$ cat config.mk
export PLATFORM = sky130hd
export DESIGN_NAME = output_writer
export DESIGN_NICKNAME = d
export VERILOG_FILES = /design/src/rtl/nn_pkg.sv /design/src/rtl/output_writer_fifo.sv /design/src/rtl/output_writer.sv
export SDC_FILE = /design/constraint.sdc
export NUM_CORES = 1
export LEC_CHECK = 0
export CAP_MARGIN = 20
export CORE_MARGIN = 1.5
export CORE_UTILIZATION = 45
export CTS_CLUSTER_DIAMETER = 40
export DETAILED_ROUTE_END_ITERATION = 10
export PLACE_DENSITY = 0.67
export SYNTH_ARGS = -nofsm -noshare
export SYNTH_HDL_FRONTEND = slang
export SYNTH_HIERARCHICAL = 1
export SYNTH_SLANG_ARGS = --single-unit
$ cat constraint.sdc
create_clock -name clk -period 4.2 [get_ports clk]
set_input_delay 0.42 -clock clk [delete_from_list [all_inputs] [get_ports clk]]
set_output_delay 0.42 -clock clk [all_outputs]
set_load 0.03 [all_outputs]
$ cat src/rtl/nn_pkg.sv
// Shared requantisation package: word widths, FSM encoding and the round/shift/saturate helper.
// Other requantising stages import this so rounding behaviour stays identical across the engine.
package nn_pkg;

  localparam int ACC_W  = 32;
  localparam int DATA_W = 16;

  typedef enum logic [1:0] {
    ST_IDLE = 2'd0,
    ST_RUN  = 2'd1,
    ST_DONE = 2'd2
  } state_t;

  // Round-half-up, arithmetic shift, saturate. One extra bit keeps the rounding add from wrapping.
  function automatic logic signed [DATA_W-1:0] sat_round(input logic signed [ACC_W-1:0] acc,
                                                         input int shift);
    logic signed [ACC_W:0] t;
    logic signed [ACC_W:0] q;
    logic signed [ACC_W:0] hi;
    logic signed [ACC_W:0] lo;
    t  = {acc[ACC_W-1], acc} + ((ACC_W+1)'(1) << (shift - 1));
    q  = t >>> shift;
    hi = {{(ACC_W-DATA_W+2){1'b0}}, {(DATA_W-1){1'b1}}};
    lo = ~hi;
    if (q > hi)
      return hi[DATA_W-1:0];
    else if (q < lo)
      return lo[DATA_W-1:0];
    else
      return q[DATA_W-1:0];
  endfunction

endpackage

$ cat src/rtl/output_writer_fifo.sv
// Small synchronous result FIFO, first-word-through (dout shows the head word while non-empty).
// Latency: a word pushed at edge N can be popped at edge N+1.
// Backpressure: full/empty flags only; push when full and pop when empty are dropped.
module result_fifo #(
  parameter int WIDTH = 16,
  parameter int DEPTH = 4
) (
  input  logic             clk,
  input  logic             reset,
  input  logic             clr,
  input  logic             push,
  input  logic             pop,
  input  logic [WIDTH-1:0] din,
  output logic             full,
  output logic             empty,
  output logic [WIDTH-1:0] dout
);

  localparam int PW = $clog2(DEPTH);

  logic [WIDTH-1:0] mem [DEPTH];
  logic [PW:0]      wr_ptr;
  logic [PW:0]      rd_ptr;

  // Extra pointer bit separates the full and empty cases when the indices match.
  assign empty = (wr_ptr == rd_ptr);
  assign full  = (wr_ptr[PW] != rd_ptr[PW]) && (wr_ptr[PW-1:0] == rd_ptr[PW-1:0]);
  assign dout  = mem[rd_ptr[PW-1:0]];

  always_ff @(posedge clk) begin
    if (push && !full)
      mem[wr_ptr[PW-1:0]] <= din;
  end

  always_ff @(posedge clk or posedge reset) begin
    if (reset) begin
      wr_ptr <= '0;
      rd_ptr <= '0;
    end else if (clr) begin
      wr_ptr <= '0;
      rd_ptr <= '0;
    end else begin
      if (push && !full)
        wr_ptr <= wr_ptr + 1'b1;
      if (pop && !empty)
        rd_ptr <= rd_ptr + 1'b1;
    end
  end

endmodule

$ cat src/rtl/output_writer.sv
// Requantises accumulator sums to DATA_W words and writes NUM_OUT of them sequentially to the output RAM.
// Latency: a sum accepted at edge N is on the dom write port after edge N+1; one word per cycle sustained.
// Backpressure: res_ready drops while the FIFO is full or all NUM_OUT words of the run are accepted.
module output_writer
  import nn_pkg::*;
#(
  parameter int ADDR_W     = 3,
  parameter int NUM_OUT    = 8,
  parameter int FRAC_SHIFT = 8,
  parameter int RELU_EN    = 1,
  parameter int FIFO_DEPTH = 4
) (
  input  logic              clk,
  input  logic              reset,
  input  logic              start,
  input  logic              res_valid,
  output logic              res_ready,
  input  logic [ACC_W-1:0]  res_data,
  output logic [ADDR_W-1:0] dut__dom__address,
  output logic [DATA_W-1:0] dut__dom__data,
  output logic              dut__dom__enable,
  output logic              dut__dom__write,
  output logic              done
);

  localparam int CNT_W = ADDR_W + 1;

  state_t                    state;
  logic [CNT_W-1:0]          acc_cnt;
  logic [CNT_W-1:0]          wr_cnt;
  logic                      fifo_full;
  logic                      fifo_empty;
  logic                      fifo_push;
  logic                      fifo_pop;
  logic                      fifo_clr;
  logic [DATA_W-1:0]         fifo_dout;
  logic signed [DATA_W-1:0]  sat_word;
  logic [DATA_W-1:0]         q_word;

  assign sat_word = sat_round(res_data, FRAC_SHIFT);
  assign q_word   = ((RELU_EN != 0) && sat_word[DATA_W-1]) ? '0 : sat_word;

  // Ready depends only on registered state, so there is no combinational path from the pop side.
  assign res_ready = (state == ST_RUN) && !fifo_full && (acc_cnt < CNT_W'(NUM_OUT));
  assign fifo_push = res_valid && res_ready;
  assign fifo_pop  = (state == ST_RUN) && !fifo_empty && (wr_cnt < CNT_W'(NUM_OUT));
  assign fifo_clr  = (state == ST_IDLE) && start;

  result_fifo #(
    .WIDTH (DATA_W),
    .DEPTH (FIFO_DEPTH)
  ) u_result_fifo (
    .clk   (clk),
    .reset (reset),
    .clr   (fifo_clr),
    .push  (fifo_push),
    .pop   (fifo_pop),
    .din   (q_word),
    .full  (fifo_full),
    .empty (fifo_empty),
    .dout  (fifo_dout)
  );

  always_ff @(posedge clk or posedge reset) begin
    if (reset) begin
      state             <= ST_IDLE;
      acc_cnt           <= '0;
      wr_cnt            <= '0;
      dut__dom__address <= '0;
      dut__dom__data    <= '0;
      dut__dom__enable  <= 1'b0;
      dut__dom__write   <= 1'b0;
      done              <= 1'b0;
    end else begin
      dut__dom__enable <= 1'b0;
      dut__dom__write  <= 1'b0;
      done             <= 1'b0;
      case (state)
        ST_IDLE: begin
          if (start) begin
            state   <= ST_RUN;
            acc_cnt <= '0;
            wr_cnt  <= '0;
          end
        end
        ST_RUN: begin
          if (fifo_push)
            acc_cnt <= acc_cnt + 1'b1;
          if (fifo_pop) begin
            dut__dom__enable  <= 1'b1;
            dut__dom__write   <= 1'b1;
            dut__dom__address <= wr_cnt[ADDR_W-1:0];
            dut__dom__data    <= fifo_dout;
            wr_cnt            <= wr_cnt + 1'b1;
          end
          if (wr_cnt == CNT_W'(NUM_OUT)) begin
            state <= ST_DONE;
            done  <= 1'b1;
          end
        end
        ST_DONE: state <= ST_IDLE;
        default: state <= ST_IDLE;
      endcase
    end
  end

endmodule
==> results of run 1 <==
[worst min path at each step]
| stage | cells after the start | to | slack [ps] | startpoint |
|---|---|---|---|---|
| after floorplan | 1 | u_result_fifo/rd_ptr[0] | 210 | reset |
| after global placement | 1 | state[0] | 430 | state[1] |
| after detailed placement | 1 | state[0] | 450 | state[1] |
| after CTS | 2 | u_result_fifo/rd_ptr[1] | 310 | reset |
| after global routing | 2 | u_result_fifo/rd_ptr[1] | 320 | reset |
| final | 2 | u_result_fifo/rd_ptr[1] | 300 | reset |
[logic make-up (layout without fill, tap and decap cells)]
| logic type | after synthesis | in the layout | share of synthesized area |
|---|---|---|---|
| buffers and inverters | 28 | 87 | 0.0274 |
| multiplexers | 37 | 37 | 0.123 |
| other | 1 | 4 | 0.000774 |
| XOR/XNOR | 26 | 26 | 0.0501 |
| AND/OR/NAND/NOR | 104 | 104 | 0.114 |
| flip-flops | 101 | 101 | 0.588 |
| adder cells (fa/ha/maj) | 9 | 9 | 0.0232 |
| AO/OA/AOI/OAI | 46 | 46 | 0.0736 |
[per-layer routing]
metal,part of all wire,GRT usage,routed length (um)
met1,0.44,0.212,3950
met2,0.50,0.272,4400
met3,0.043,0.0225,384
met4,0.016,0.0695,138
met5,0,0,0
[power by group]
part	internal [mW]	switching [mW]
Clock	0.225	0.348
Sequential	1.40	0.169
Combinational	0.853	1.01
[state kept, by name (all words and copies together) (netlist names)]
name	flops
u_result_fifo/mem	64
dut__dom__data	16
acc_cnt	4
wr_cnt	4
dut__dom__address	3
u_result_fifo/rd_ptr	3
u_result_fifo/wr_ptr	3
state	2
done	1
dut__dom__write	1
[metrics by stage]
stage                util  hold slack [ps]
detailed placement  0.531              452
global placement    0.531              428
finish              0.549              300
global route        0.549              321
floorplan               -              211
CTS                 0.549              306
[synth_stat cells, drive strengths merged, types with 4 or more instances]
master  number  area share
nand3       11       0.011
o21ai        4      0.0041
clkbuf       6      0.0046
xor2        12       0.023
dfrtp       37        0.19
inv         13       0.010
and2         4      0.0052
mux4        16       0.074
nor3         8      0.0083
nand2       31       0.025
o31ai        4      0.0062
a31oi        4      0.0065
buf          9       0.013
edfxtp      64        0.40
a21oi       16       0.024
and3         4      0.0054
a41oi        4      0.0072
nor2        16       0.012
or4          4      0.0062
ha           9       0.023
mux2        21       0.049
nand4        7       0.010
xnor2       14       0.027
nor4         7       0.012
[area by class of cell]
class                   count  area share
flip-flops and latches    101       0.500
multi-input cells         226       0.330
repair buffers             58      0.0989
well taps                 136      0.0299
clock buffers               9      0.0218
clock inverters             7      0.0101
inverters                  13     0.00857
[placed cells by master, fill, tap and decap left out, types with 7 or more instances in the layout]
cell / count
a21oi_2: 10
buf_4: 7
clkbuf_8: 9
clkdlybuf4s50_1: 51
dfrtp_1: 37
edfxtp_1: 64
ha_1: 9
inv_1: 13
mux2_2: 21
mux4_2: 16
nand2_1: 30
nand3_1: 11
nor2_1: 16
nor3_1: 7
xnor2_1: 13
xor2_1: 11
[critical path, cell delays in order]
cell             delay, ps
clkdlybuf4s50_1        590
nand4_1                280
nor4_1                 880
a21oi_1                200
a31oi_2                260
nor4_4                  70
buf_4                  200
o21ai_0                410
==> flow_summary_export.csv, run 1 <==
group,metric,value,unit
global_routing,grt_overflow_total,0,
placement,preCtsSetupSlack,655,ps
critical_path,r2r-start,"u_result_fifo/wr_ptr[2]",
global_routing,grt.total_usage,0.163,
critical_path,start_kind,"primary input",
synth,synth-edff-count,64,
route,avgRoutedWirePerCell,16.1,um
timing,worstMarginPinSlew,987,ps
floorplan,chipHeight,107,um
clock_network,ctsLongestPathBuffers,2,
synth,synth_seq_cells,101,
clock_network,cts_hold_buf,0,
power_and_ir_drop,powerDensity,703,nW/um2
clock_network,clkSinkCount,101,
finish,multiInputGateArea,1880,um2
timing,period_needed,3210,ps
power_and_ir_drop,p_leak,2.06,nW
synth,postSynth.asyncResetShare,0.366,
global_routing,grt_max_degree,24,
route,wirelength,8870,um
placement,hpwl,6040,um
critical_path,criticalPathCategory,"primary input to flip-flop",
floorplan,start_util,0.467,
floorplan,row_count,37,
synth,syn_avg_cell_area,13.8,um2
clock_network,cts-resized-gates,0,
synth,syn_area,4840,um2
critical_path,worst_ep_arrival_time,3320,ps
route,drtAntennaViolNets,0,
synth,ys_seq_area_frac,0.588,
finish,syn_to_final_growth,17.5,%
timing,slew_headroom,0.336,
clock_network,clock_latency,360,ps
placement,place_area,5510,um2
timing,rsz0062_at_grt,"false",
critical_path,startpoint,"res_data[12]",
route,dr.pass1.iters,4,
placement,globalplace.congestion,0.834,
critical_path,reg2reg_to,"u_result_fifo/mem[1][9]",
route,vias,3032,
finish,stdcell_area,5690,um2
clock_network,path_clk_slew,100,ps
min_path,min_path_type,"primary input to async pin",
global_routing,first_global_vias,2943,
clock_network,htreeDepth,3,
finish,drive_above_1_share,0.193,
finish,antenna-diode-count,0,
critical_path,worstRegToRegCells,7,
timing,finalCritPeriodShare,0.765,
finish,regArea,2850,um2
finish,final_cell_count_no_fill,550,
route,drt-initial-drc-count,154,
power_and_ir_drop,irDropWorstVdd,380,uV
critical_path,ff2ff_setup_slack,1140,ps
synth,syn_inst,352,
route,drc,0,
run,max_cap_violations,0,
clock_network,cts_buffers,9,
clock_network,cts_setup_buffers,0,
timing,worst_slack,988,ps
timing,setup_violations,0,
route,vias_per_cell,5.51,
global_routing,grt_pass1_wl,14300,um
timing,setup_tns,0,ps
floorplan,num_io_pins,59,
floorplan,die_w,107,um
critical_path,crit_fanout,15,
clock_network,cts_root_buffer,"clkbuf_8",
finish,fillers,855,
synth,synth_warnings,6,
critical_path,crit_end,"u_result_fifo/mem[0][12]",
synth,synth_ff_type,"edfxtp_1",
power_and_ir_drop,power,4.00,mW
floorplan,coreArea,10400,um2
synth,synth_cell_type_count,51,
placement,io_buffer_count,51,
timing,max_freq,311,MHz
finish,layout.nets,454,
placement,dp_cells,534,
critical_path,cp.required,4300,ps
timing,skew,10.8,ps
run_status,outcome,"finished, final reports clean",
critical_path,critPathCaptureType,"flip-flop",
clock_network,cts_tree,"built",
timing,final_max_slew_viol_count,0,
global_routing,antenna_found_initial,0,
timing,hold_violations,0,
floorplan,die-area,11400,um2
Note: power is estimated with default switching activity, not from simulation.
==> inputs of run 2 (changes only) <==
Settings changed: PLACE_DENSITY 0.67 to 0.69.
Clock period 4.2 ns to 2.8 ns, I/O delays scaled along.
==> run 2 against run 1 <==
  * Wire length is 3.2% higher
  * Highest routed layer unchanged
  * Via count is 3.0% higher
  * Largest cell class unchanged
  * First-iteration DRC count up 1.3%
  * Die area stayed put
  * Combinational power increased by 59%
  * Non-clock buffer count grew 32
  * Clock power rose by 62%
==> flow_summary_export.csv, run 2 (synthesis gave the netlist of run 1 again) <==
group,metric,value,unit
clock_network,cts_buffers,9,
power_and_ir_drop,powerDensity,1030,nW/um2
critical_path,critPathCaptureType,"flip-flop",
timing,rsz0062_at_grt,"false",
route,vias,3122,
global_routing,grt_max_degree,24,
timing,worstMarginPinSlew,596,ps
floorplan,start_util,0.467,
clock_network,clock_latency,350,ps
placement,io_buffer_count,51,
floorplan,chipHeight,107,um
route,dr.pass1.iters,4,
global_routing,grt.total_usage,0.169,
finish,syn_to_final_growth,24.0,%
run,max_cap_violations,0,
timing,hold_violations,0,
route,drtAntennaViolNets,0,
timing,final_max_slew_viol_count,0,
route,drc,0,
clock_network,cts_tree,"built",
clock_network,clkSinkCount,101,
power_and_ir_drop,p_leak,2.24,nW
global_routing,grt_overflow_total,0,
floorplan,num_io_pins,59,
clock_network,cts_setup_buffers,0,
clock_network,htreeDepth,3,
floorplan,die-area,11400,um2
timing,max_freq,383,MHz
route,vias_per_cell,5.36,
placement,hpwl,6550,um
finish,final_common_cell,"edfxtp_1",
global_routing,grt_pass1_wl,15000,um
run_status,outcome,"finished, final reports clean",
placement,globalplace.congestion,0.867,
timing,finalCritPeriodShare,0.932,
finish,final_cell_count_no_fill,582,
finish,antenna-diode-count,0,
finish,fillers,856,
clock_network,cts_root_buffer,"clkbuf_8",
route,avgRoutedWirePerCell,15.7,um
clock_network,path_clk_slew,100,ps
critical_path,crit_fanout,15,
clock_network,ctsLongestPathBuffers,2,
min_path,min_path_type,"primary input to async pin",
critical_path,start_kind,"primary input",
critical_path,criticalPathCategory,"primary input to flip-flop",
global_routing,antenna_found_initial,0,
critical_path,cp.required,2940,ps
floorplan,coreArea,10400,um2
timing,setup_violations,0,
finish,largest_register_ffs,64,
placement,preCtsSetupSlack,-296,ps
timing,worst_slack,191,ps
route,drt-initial-drc-count,156,
critical_path,worst_ep_arrival_time,2750,ps
finish,layout.nets,486,
finish,drive_above_1_share,0.271,
global_routing,first_global_vias,3107,
timing,skew,15.8,ps
floorplan,row_count,37,
timing,period_needed,2610,ps
floorplan,die_w,107,um
timing,slew_headroom,0.601,
route,wirelength,9160,um
finish,final_cell_mix,"edfxtp_1, clkdlybuf4s50_1, buf_4",
placement,dp_cells,566,
power_and_ir_drop,irDropWorstVdd,509,uV
run 2: layout make-up:
class / count / area, um2 / area share
Sequential cell: 101 / 2850 / 0.474
Multi-Input combinational cell: 226 / 1910 / 0.318
Clock buffer: 9 / 124 / 0.0206
Clock inverter: 7 / 81.3 / 0.0135
Inverter: 13 / 48.8 / 0.00812
Timing Repair Buffer: 90 / 826 / 0.137
Tap cell: 136 / 170 / 0.0283
run 2: layer usage:
layer,part of all wire,up-vias,track usage,wire (um)
met5,0,-,0,0
met4,0.012,0,0.0533,108
met3,0.039,10,0.0237,355
met2,0.50,72,0.289,4590
met1,0.45,1534,0.224,4100
li1,-,1506,-,-
run 2: path summary, 6_finish.rpt:
kind                       slack (ps)                        to  cells after the start                     from
max reg2reg                       250  u_result_fifo/mem[2][13]                      7  u_result_fifo/rd_ptr[2]
max                               190  u_result_fifo/mem[3][13]                      9              res_data[9]
min reg2reg                       480                  state[0]                      1                 state[1]
max in group asynchronous        1920                 wr_cnt[0]                      3                    reset
min in group clk                  480                  state[0]                      1                 state[1]
min                               200   u_result_fifo/wr_ptr[2]                      2                    reset
run 2: through the flow:
step	TNS (ps)	hold WS [ps]	total power, mW	utilization	cell area, um2
after floorplan	-2520	71.0	4.38	-	4870
after global placement	-5080	433	5.24	0.558	5790
after detailed placement	-10930	466	5.34	0.558	5790
after CTS	0	201	6.27	0.578	5990
after global routing	0	219	6.61	0.579	6010
final	0	201	6.22	0.579	6010
run 2: where the power goes:
part	switching, mW	internal, mW
registers	0.236	2.10
clock network	0.502	0.426
logic	1.57	1.39
total	2.31	3.91
run 2: worst max-delay path, cell delays in order:
cell and delay [ps]:
clkdlybuf4s50_1 500, nand4_2 130, or4_4 570, buf_4 160
o31a_2 310, o211ai_1 270, nor4_4 80, buf_12 160
a21oi_1 280
run 2: repair_timing:
item / in CTS / in global routing
setup endpoints to repair: 0 / 16
gates resized for setup: 0 / 3
hold buffers: 0 / 0
==> inputs of run 3 (changes only) <==
Clock period 2.8 ns to 2.4 ns, I/O delays scaled along.
==> run 3 against run 2 <==
  * Sequential cell count unchanged
  * Via count grew 3.4%
  * Total power up 21%
  * Count of clock-buffer cells in the layout up 2
  * Final area rose by 4.6%
  * Combinational power rose by 26%
  * Sequential share of layout area down 2.1 points
  * Die area did not move
  * Worst setup slack worse by 89 ps
  * Critical path type unchanged
  * Critical endpoint is now u_result_fifo/mem[0][4]
  * Largest cell class unchanged
==> flow_summary_export.csv, run 3 (synthesis gave the netlist of run 1 again) <==
group,metric,value,unit
power_and_ir_drop,intPower,4.67,mW
placement,place_area,5940,um2
route,drtAntennaViolNets,0,
critical_path,criticalPathCategory,"primary input to flip-flop",
timing,setup_violations,0,
global_routing,grt_max_degree,24,
global_routing,grt_pass1_wl,16300,um
critical_path,slowest_stage,"clkdlybuf4s50_1",
power_and_ir_drop,irDropWorstVdd,660,uV
finish,fillers,845,
floorplan,chipHeight,107,um
critical_path,crit_buf_inv,3,
finish,regArea,2850,um2
critical_path,start_kind,"primary input",
clock_network,path_clk_slew,100,ps
floorplan,die_w,107,um
clock_network,htreeDepth,3,
timing,worst_slack,103,ps
placement,globalplace.congestion,0.865,
route,wl_met2,4930,um
route,vias,3228,
run,max_cap_violations,0,
timing,skew,14.3,ps
route,drc,0,
route,drt-initial-drc-count,174,
finish,final_cell_mix,"edfxtp_1, clkdlybuf4s50_1, buf_4",
critical_path,cp.required,2610,ps
critical_path,crit_fanout,6,
clock_network,cts_hold_buf,0,
finish,final_common_cell,"edfxtp_1",
route,wirelength,9620,um
min_path,min_path_type,"primary input to async pin",
global_routing,grt_overflow_total,0,
critical_path,worst_ep_arrival_time,2500,ps
finish,syn_to_final_growth,29.7,%
clock_network,ctsLongestPathBuffers,2,
timing,finalCritPeriodShare,0.957,
route,avgRoutedWirePerCell,16.2,um
power_and_ir_drop,pwr-share-clk,0.139,
floorplan,die-area,11400,um2
global_routing,first_global_vias,3335,
critical_path,critPathCaptureType,"flip-flop",
clock_network,cts_root_buffer,"clkbuf_8",
clock_network,clkSinkCount,101,
timing,hold-worst-slack,157,ps
placement,io_buffer_count,51,
run_status,outcome,"finished, final reports clean",
timing,hold_violations,0,
route,route.met3.wl,390,um
global_routing,grt.total_usage,0.184,
clock_network,cts_buffers,9,
finish,antenna-diode-count,0,
critical_path,cp_top_family,"buffers and inverters",
timing,rsz0062_at_grt,"false",
power_and_ir_drop,powerDensity,1190,nW/um2
finish,largest_register_ffs,64,
floorplan,start_util,0.467,
power_and_ir_drop,p_comb_frac,0.498,
critical_path,crit_path_max_incr_delay,500,ps
finish,multiInputGateArea,2070,um2
floorplan,coreArea,10400,um2
timing,setup_tns,0,ps
timing,final_max_slew_viol_count,0,
clock_network,cts_tree,"built",
placement,dp_cells,574,
power_and_ir_drop,p_leak,2.40,nW
finish,stdcell_area,6280,um2
route,vias_per_cell,5.45,
power_and_ir_drop,p_sw_frac,0.378,
critical_path,worstPathCellList,"clkdlybuf4s50_1 -> nand4_2 -> or4_4 -> o31a_2 -> o211ai_1 -> nor4_4 -> buf_6 -> buf_12 -> a21oi_4",
floorplan,row_count,37,
route,top_layer,"met4",
floorplan,num_io_pins,59,
finish,drive_above_1_share,0.309,
placement,preCtsSetupSlack,-630,ps
power_and_ir_drop,switching_power,2.83,mW
timing,period_needed,2300,ps
power_and_ir_drop,sequentialPowerShare,0.364,
route,dr.pass1.iters,4,
placement,hpwl,6880,um
global_routing,antenna_found_initial,0,
timing,max_freq,435,MHz
route,met1Wirelength,4160,um
finish,layout.nets,496,
clock_network,clock_latency,360,ps
finish,final_cell_count_no_fill,592,
[run 3: area by class of cell]
type                            count  share of cell area
Sequential cell                   101               0.453
Multi-Input combinational cell    226               0.329
Timing Repair Buffer              100               0.152
Tap cell                          136              0.0271
Clock buffer                       11              0.0225
Clock inverter                      5             0.00896
Inverter                           13             0.00776
[run 3: per-layer routing]
layer / vias up / global-route usage
met5: - / 0
met4: 0 / 0.0600
met3: 10 / 0.0261
met2: 100 / 0.318
met1: 1591 / 0.240
li1: 1527 / -
[run 3: worst paths after layout]
kind	depth (start not counted)	slack [ps]	from	end
worst min-delay path	2	160	reset	u_result_fifo/wr_ptr[0]
max in group asynchronous	3	1560	reset	dut__dom__data[12]
worst max-delay path	9	100	res_data[9]	u_result_fifo/mem[0][4]
worst min register to register	1	450	state[1]	state[0]
min in group clk	1	450	state[1]	state[0]
worst max register to register	7	210	u_result_fifo/rd_ptr[2]	u_result_fifo/mem[2][14]
[run 3: what timing repair did]
action / CTS / global route
resized for setup: 15 / 12
buffers inserted: 0 / 1
endpoints found under the hold margin: 0 / 0
endpoints found under the setup margin: 60 / 60
pin swaps: 6 / 7
cloned: 1 / 0
[run 3: through the flow]
| stage | utilization | power, mW |
|---|---|---|
| final | 0.606 | 7.50 |
| after floorplan | - | 5.28 |
| after CTS | 0.600 | 7.57 |
| after detailed placement | 0.573 | 6.52 |
| after global placement | 0.573 | 6.42 |
| after global routing | 0.606 | 7.99 |
[run 3: power by group through the flow]
stage / registers (mW) / clock network [mW] / logic, mW
2_1_floorplan: 3.07 / 0 / 2.21
6_report: 2.73 / 1.04 / 3.73
4_1_cts: 2.73 / 1.06 / 3.77
5_1_grt: 2.79 / 1.13 / 4.07
3_3_place_gp: 2.74 / 0 / 3.68
3_5_place_dp: 2.77 / 0 / 3.75
